$ cat src/rtl/vga_pkg.sv
// Shared VGA 640x480@60 timing defaults and derived totals, plus a window-compare
// helper used by the sync generators and neighbouring blocks.
package vga_pkg;

    localparam int CNT_W      = 10;

    localparam int H_VIS_DEF  = 640;
    localparam int H_FP_DEF   = 16;
    localparam int H_SYNC_DEF = 96;
    localparam int H_BP_DEF   = 48;
    localparam int V_VIS_DEF  = 480;
    localparam int V_FP_DEF   = 10;
    localparam int V_SYNC_DEF = 2;
    localparam int V_BP_DEF   = 33;

    localparam int H_TOTAL      = H_VIS_DEF + H_FP_DEF + H_SYNC_DEF + H_BP_DEF;
    localparam int V_TOTAL      = V_VIS_DEF + V_FP_DEF + V_SYNC_DEF + V_BP_DEF;
    localparam int H_SYNC_START = H_VIS_DEF + H_FP_DEF;
    localparam int H_SYNC_END   = H_SYNC_START + H_SYNC_DEF - 1;
    localparam int V_SYNC_START = V_VIS_DEF + V_FP_DEF;
    localparam int V_SYNC_END   = V_SYNC_START + V_SYNC_DEF - 1;

    function automatic logic in_window(input logic [CNT_W-1:0] val, input int lo, input int hi);
        return (int'(val) >= lo) && (int'(val) <= hi);
    endfunction

endpackage

$ cat src/rtl/sync_counter.sv
// Wrap counter with enable, terminal-count flag and a registered active-low
// sync pulse that is computed from the next count so it stays aligned with cnt.
module sync_counter
    import vga_pkg::*;
#(
    parameter int TOTAL      = H_TOTAL,
    parameter int SYNC_START = H_SYNC_START,
    parameter int SYNC_END   = H_SYNC_END
) (
    input  logic             clk,
    input  logic             rst_n,
    input  logic             en,
    output logic [CNT_W-1:0] cnt,
    output logic [CNT_W-1:0] cnt_nxt,
    output logic             tc,
    output logic             sync_n
);

    localparam logic [CNT_W-1:0] LAST = CNT_W'(TOTAL - 1);

    logic [CNT_W-1:0] cnt_q, cnt_d;
    logic             sync_n_q, sync_n_d;

    // Next count and the sync level that goes with it
    always_comb begin
        tc       = (cnt_q == LAST);
        cnt_d    = cnt_q;
        if (en) begin
            if (tc) begin
                cnt_d = {CNT_W{1'b0}};
            end else begin
                cnt_d = cnt_q + {{(CNT_W-1){1'b0}}, 1'b1};
            end
        end else begin
            cnt_d = cnt_q;
        end
        sync_n_d = ~in_window(cnt_d, SYNC_START, SYNC_END);
    end

    // Count and sync registers
    always_ff @(posedge clk or negedge rst_n) begin
        if (!rst_n) begin
            cnt_q    <= {CNT_W{1'b0}};
            sync_n_q <= 1'b1;
        end else begin
            cnt_q    <= cnt_d;
            sync_n_q <= sync_n_d;
        end
    end

    assign cnt     = cnt_q;
    assign cnt_nxt = cnt_d;
    assign sync_n  = sync_n_q;

endmodule

$ cat src/rtl/vga_timing.sv
// VGA raster timing: half-rate pixel enable, h/v counters, syncs, visible-area
// enable, frame-start strobe and a sticky vertical-blank interrupt.
module vga_timing
    import vga_pkg::*;
#(
    parameter int H_VIS  = H_VIS_DEF,
    parameter int H_FP   = H_FP_DEF,
    parameter int H_SYNC = H_SYNC_DEF,
    parameter int H_BP   = H_BP_DEF,
    parameter int V_VIS  = V_VIS_DEF,
    parameter int V_FP   = V_FP_DEF,
    parameter int V_SYNC = V_SYNC_DEF,
    parameter int V_BP   = V_BP_DEF
) (
    input  logic        clk,
    input  logic        rst_n,
    input  logic        vblank_ack,
    output logic [31:0] row,
    output logic [31:0] colu,
    output logic        col_en,
    output logic        hsync,
    output logic        vsync,
    output logic        pix_en,
    output logic        frame_start,
    output logic        vblank_irq
);

    localparam int H_TOT = H_VIS + H_FP + H_SYNC + H_BP;
    localparam int V_TOT = V_VIS + V_FP + V_SYNC + V_BP;

    logic [CNT_W-1:0] h_cnt, h_nxt, v_cnt, v_nxt;
    logic             h_tc, v_tc, hsync_n, vsync_n, v_en;
    logic             pix_en_q, pix_en_d;
    logic             col_en_q, col_en_d;
    logic             frame_start_q, frame_start_d;
    logic             vblank_irq_q, vblank_irq_d;
    logic             vblank_set;

    assign v_en = pix_en_q & h_tc;

    sync_counter #(
        .TOTAL      (H_TOT),
        .SYNC_START (H_VIS + H_FP),
        .SYNC_END   (H_VIS + H_FP + H_SYNC - 1)
    ) u_h (
        .clk     (clk),
        .rst_n   (rst_n),
        .en      (pix_en_q),
        .cnt     (h_cnt),
        .cnt_nxt (h_nxt),
        .tc      (h_tc),
        .sync_n  (hsync_n)
    );

    sync_counter #(
        .TOTAL      (V_TOT),
        .SYNC_START (V_VIS + V_FP),
        .SYNC_END   (V_VIS + V_FP + V_SYNC - 1)
    ) u_v (
        .clk     (clk),
        .rst_n   (rst_n),
        .en      (v_en),
        .cnt     (v_cnt),
        .cnt_nxt (v_nxt),
        .tc      (v_tc),
        .sync_n  (vsync_n)
    );

    // Flag next-state; set beats ack so a coincident ack cannot lose an interrupt
    always_comb begin
        pix_en_d      = ~pix_en_q;
        col_en_d      = (int'(h_nxt) < H_VIS) && (int'(v_nxt) < V_VIS);
        frame_start_d = pix_en_q & h_tc & v_tc;
        vblank_set    = pix_en_q & h_tc & (v_cnt == CNT_W'(V_VIS - 1));
        if (vblank_set) begin
            vblank_irq_d = 1'b1;
        end else if (vblank_ack) begin
            vblank_irq_d = 1'b0;
        end else begin
            vblank_irq_d = vblank_irq_q;
        end
    end

    // Output and control registers
    always_ff @(posedge clk or negedge rst_n) begin
        if (!rst_n) begin
            pix_en_q      <= 1'b0;
            col_en_q      <= 1'b0;
            frame_start_q <= 1'b0;
            vblank_irq_q  <= 1'b0;
        end else begin
            pix_en_q      <= pix_en_d;
            col_en_q      <= col_en_d;
            frame_start_q <= frame_start_d;
            vblank_irq_q  <= vblank_irq_d;
        end
    end

    assign row         = {{(32-CNT_W){1'b0}}, h_cnt};
    assign colu        = {{(32-CNT_W){1'b0}}, v_cnt};
    assign col_en      = col_en_q;
    assign hsync       = hsync_n;
    assign vsync       = vsync_n;
    assign pix_en      = pix_en_q;
    assign frame_start = frame_start_q;
    assign vblank_irq  = vblank_irq_q;

endmodule
$ cat config.mk
export PLATFORM = sky130hd
export DESIGN_NAME = vga_timing
export DESIGN_NICKNAME = d
export VERILOG_FILES = /design/src/rtl/vga_pkg.sv /design/src/rtl/sync_counter.sv /design/src/rtl/vga_timing.sv
export SDC_FILE = /design/constraint.sdc
export NUM_CORES = 1
export LEC_CHECK = 0
export ABC_AREA = 1
export BUFFER_PORTS_ARGS = -buffer_cell sky130_fd_sc_hd__buf_2
export CELL_PAD_IN_SITES_DETAIL_PLACEMENT = 1
export CELL_PAD_IN_SITES_GLOBAL_PLACEMENT = 1
export CORE_MARGIN = 4
export CORE_UTILIZATION = 31
export DETAILED_ROUTE_END_ITERATION = 10
export PLACE_DENSITY = 0.75
export SYNTH_ARGS = -nofsm -noshare
export SYNTH_HDL_FRONTEND = slang
export SYNTH_SLANG_ARGS = --single-unit
$ cat constraint.sdc
create_clock -name clk -period 1.42 [get_ports clk]
set_input_delay 0.071 -clock clk [delete_from_list [all_inputs] [get_ports clk]]
set_output_delay 0.071 -clock clk [all_outputs]
set_load 0.01 [all_outputs]
# == Word level (Yosys, flattened, before mapping) ==
# Index checks and enable logic that the tools add are counted.
# op_classes
addsub,2
n_bitwise,6
order_cmp,6
eq_ne,3
reduce_logical,4
muxes,6
# op_table
cell,count
$mux W10,4
$add A10 B1 Y10 const B,2
$eq A10 B10 Y1 const B,2
$eq A10 B9 Y1 const B,1
$ge A10 B10 Y1 const B,1
$ge A10 B9 Y1 const B,1
$le A10 B10 Y1 const B,1
$le A10 B9 Y1 const B,1
$lt A10 B10 Y1 const B,1
$lt A10 B9 Y1 const B,1
$and A1 B1 Y1,3
$logic_and A1 B1 Y1,3
$not A1 Y1,3
$mux W1,2
$reduce_bool A2 Y1,1
# word_totals
out_inout_bits,70
reg_bits,26
word_cells,35
inputBits,3

# == Longest topological paths before layout ==
# depth
depth_word,6
depth_mapped,12

# == Modules after synthesis ==
# A second synthesis with hierarchy kept.
# unflattened
cells_unflattened,260
hier_area_um2,1910.6
# modules_own_cells
module,seq_area_each_um2,cells_each,n_inst,area_each_um2
sync_counter (u_v),276.5,100,1,715.7
sync_counter (u_h),276.5,87,1,654.4
vga_timing,100.1,73,1,540.5

# == Worst setup path after synthesis ==
# Ideal clock, no wire load.
# synth_path
kind,register -> register
start,"register u_h.cnt_q[0], in the netlist u_h.cnt[0]"
end,"register col_en_q, in the netlist col_en"
setup_slack_ns,-0.189
n_path_buf,1
setup_time_ns,0.116
stages_incl_launch_ff,12
synth_period_minus_slack_ns,1.609
arrival_time_ns,1.494
path_cell_list,dfrtp_1 > ha_1 > nand2_1 > inv_2 > nand3_2 > nor2_8 > buf_8 > nand3_2 > nand3_2 > nand3_2 > nor2_2 > nor2_1
# synth_between
elab_chain_len,5
# synth_lines
item,line_no,rtl
start: declaration,sync_counter.sv:21,"logic [CNT_W-1:0] cnt_q, cnt_d;"
start signal: assignment,sync_counter.sv:43,cnt_q <= {CNT_W{1'b0}};
start signal: assignment,sync_counter.sv:46,cnt_q <= cnt_d;
$add A10 B1 Y10 / $eq A10 B10 Y1 (equally long branches),"sync_counter.sv:32, sync_counter.sv:26",
$mux W10 / $and A1 B1 Y1 (equally long branches),"sync_counter.sv:29, vga_timing.sv:39",
$mux W10,sync_counter.sv:28,if (en) begin
$lt A10 B10 Y1 / $lt A10 B9 Y1 (equally long branches),vga_timing.sv:72,col_en_d = (int'(h_nxt) < H_VIS) && (int'(v_nxt) < V_VIS);
$logic_and A1 B1 Y1 *,vga_timing.sv:72,
via col_en_d,vga_timing.sv:34,"logic col_en_q, col_en_d;"
end signal: assignment,vga_timing.sv:93,col_en_q <= col_en_d;
end: declaration,vga_timing.sv:34,
# Mark *: on every way through the listed nets, which the timed path passes. The rest lies on a longest branch.
# A chain may end at the register's enable or synchronous reset.

# == Final worst setup path ==
# Same ends and word-level chain as after synthesis.

==> metrics.txt <==
initial antenna violation count=0; CTS max path bufs=2; largest net degree at the start of global routing=27; post-synth top area share=31.0%; synth unique cells=34; syn_area_per_cell=7.65 um2; final setup fails=13; max_cap viols=0; Clk Latency, worst-skew pair=0.28 ns; unrepaired setup endpoints after global routing=yes; total power=1270 uW; global-route wire length before repair=8720 um; Vias=1771; Pwr Density=495 nW/um2; port bufs=28; GRT overflow=0; final hold vios=0; Mapped Cells=253; Antenna Nets Post-Route=0; EDFF count, synth=0; total CTS buffers=3; YS warnings=0; # DRC=0; Via density=4.27; VDD IR max=306 uV; post-route minimum period=1.65 ns; Root Buffer=clkbuf_8; Main synth FF type=dfrtp_1; Placed Area=2290 um2; Fmax achieved=605 MHz; Crit Path Category=reg -> reg; crit-path max cell delay=0.37 ns; status=complete, but fails checks; number of global-route vias before repair=1873; n_diodes=0; post-synthesis cell area=1940 um2; first-pass iteration count of the detailed router=3; CP required=1.60 ns; P_leak=0.00145 uW; CTS H-tree lvls=1; Setup crit end kind=register; post-route cell area=2570 um2; Max-slew headroom=56.8%; Seq cells post-synth=26; Worst-path clk slew=0.10 ns; Hold/Removal Path Class=in -> async; DR iter-0 viols=45; FP Rows=28; io pins=73; DR WL/cell=13.9 um; Die W=87.0 um; Area Overhead vs Synth=32.8%; Post-DP HPWL=4190 um; ys async rst share=100%; fin crit share=116%; Crit Path Max Fanout=5; max-slew violation total from the final report=0; routability cong.=0.757; failing checks=setup timing; Initial Util=32.3%; Detailed Route WL=5790 um; Core Box Area=5990 um2; WP buf/inv=1; clk sinks=26; Worst-Margin Slew=0.648 ns; top cells by area, synth=dfrtp_1 (31%), buf_4 (17%), nand2_1 (12%), inv_1 (6.4%), nor2_1 (3.3%); Synth area leader=dfrtp_1; Setup Skew=0.00288 ns; crit-path cells=ha_2 -> nand2_2 -> inv_2 -> nand2_2 -> nor2_4 -> nand2_4 -> nand2_1 -> nand2_1 -> nor2_2 -> nand3_2 -> nor2_2 -> nor2_1; nets@finish=347; delay-heaviest family, CP=simple AND/OR/NAND/NOR gates; slowest stage cell, crit path=dfrtp_1; CTS tree=built; full die area=7570 um2; Tot GR Track Use=14.8%; Worst Path Arrival=1.83 ns; share of cells above drive strength 1=41.8%; CP Launch Type=register; share of the yosys chip area belonging to registers=33.7%; Vert. Die Dim=87.0 um; final worst slack=-0.233 ns
-- timing repair --
item                                    CTS  global route
hold endpoints to repair                 25             0
gates resized for setup                  16            14
gates cloned                              1             1
buffers inserted                          6             7
endpoints found under the setup margin   12            23
hold buffers                              2             0
pin swaps                                10            12
-- routing by layer --
layer	wire length (um)	track usage (%)
met5	0	0
met4	114	4.96
met3	259	1.80
met2	3190	28.4
met1	2230	16.4
-- area by class of cell --
type	count	area, um2
Clock buffer	4	45.0
Fill cell	770	3420
Inverter	39	149
Multi-Input combinational cell	186	1040
Sequential cell	26	656
Tap cell	75	93.8
Timing Repair Buffer	85	588
-- registers in the layout, summed over array words and instances (netlist names) --
register and flops:
frame_start 1, u_v.cnt 10, u_h.cnt 10, u_h.sync_n 1
u_v.sync_n 1, col_en 1, pix_en 1, vblank_irq 1
-- power by group --
group | total (uW) | switching, uW | internal (uW)
Combinational | 75.6 | 70.1 | 5.49
Clock | 458 | 256 | 202
Sequential | 740 | 0.0000000000000595 | 740
Total | 1270 | 326 | 947
-- cell families after synthesis --
| group | after synthesis | share of synthesized area [%] |
|---|---|---|
| other | 1 | 0.194 |
| adders and majority gates | 3 | 1.94 |
| and+or+nand+nor | 120 | 31.8 |
| xor gates and xnor gates | 4 | 1.81 |
| AOI/OAI and AO/OA | 13 | 4.14 |
| buffers and inverters | 86 | 26.4 |
| DFF | 26 | 33.7 |
-- per-stage QoR --
step	hold slack, ns	TNS (ns)	utilization [%]	setup slack, ns	instances
final	0.342	-1.47	42.9	-0.233	415
after global routing	0.399	-3.35	42.9	-0.357	415
after CTS	0.365	-1.57	41.1	-0.236	407
after detailed placement	0.140	-1.22	38.3	-0.245	394
after global placement	0.116	-0.671	38.3	-0.173	394
after floorplan	-0.225	-0.424	-	-0.179	296
-- Yosys cell counts (4+ instances only) --
library cell   n
nand2_1       64
buf_4         44
inv_1         33
dfrtp_1       24
nor2_1        17
nand3_1       12
inv_2          5
nand2_2        5
nand3_2        5
nor2_2         5
o21ai_0        4
-- path summary, 6_finish.rpt --
kind | from | cells past startpoint | slack (ns) | endpoint
worst max register to register | u_h.cnt[0]$_DFF_PN0_ | 12 | -0.23 | col_en$_DFF_PN0_
worst min-delay path | rst_n | 2 | 0.34 | u_h.cnt[3]$_DFF_PN0_
max in group asynchronous | rst_n | 2 | 0.63 | pix_en$_DFF_PN0_
min in group clk | vblank_ack | 3 | 0.52 | vblank_irq$_DFFE_PN0P_
worst min register to register | vblank_irq$_DFFE_PN0P_ | 2 | 0.54 | vblank_irq$_DFFE_PN0P_
worst max-delay path | u_h.cnt[0]$_DFF_PN0_ | 12 | -0.23 | col_en$_DFF_PN0_
-- layout by cell type, fill, tap and decap left out, types with 3 or more instances in the layout --
| cell | Yosys | final |
|---|---|---|
| inv_2 | 5 | 6 |
| inv_1 | 33 | 32 |
| buf_6 | 1 | 4 |
| buf_4 | 44 | 51 |
| xor2_1 | 3 | 3 |
| nor2_4 | 3 | 7 |
| clkbuf_8 | 0 | 3 |
| nand3_2 | 5 | 4 |
| dfrtp_1 | 24 | 22 |
| a21oi_1 | 3 | 3 |
| conb_1 | 1 | 44 |
| buf_2 | 1 | 28 |
| nor2_2 | 5 | 5 |
| nand2_2 | 5 | 15 |
| nor2_1 | 17 | 14 |
| nand2_1 | 64 | 54 |
| nand3_1 | 12 | 11 |
| o21ai_0 | 4 | 3 |
No activity file was read; power rests on OpenSTA's default activity.
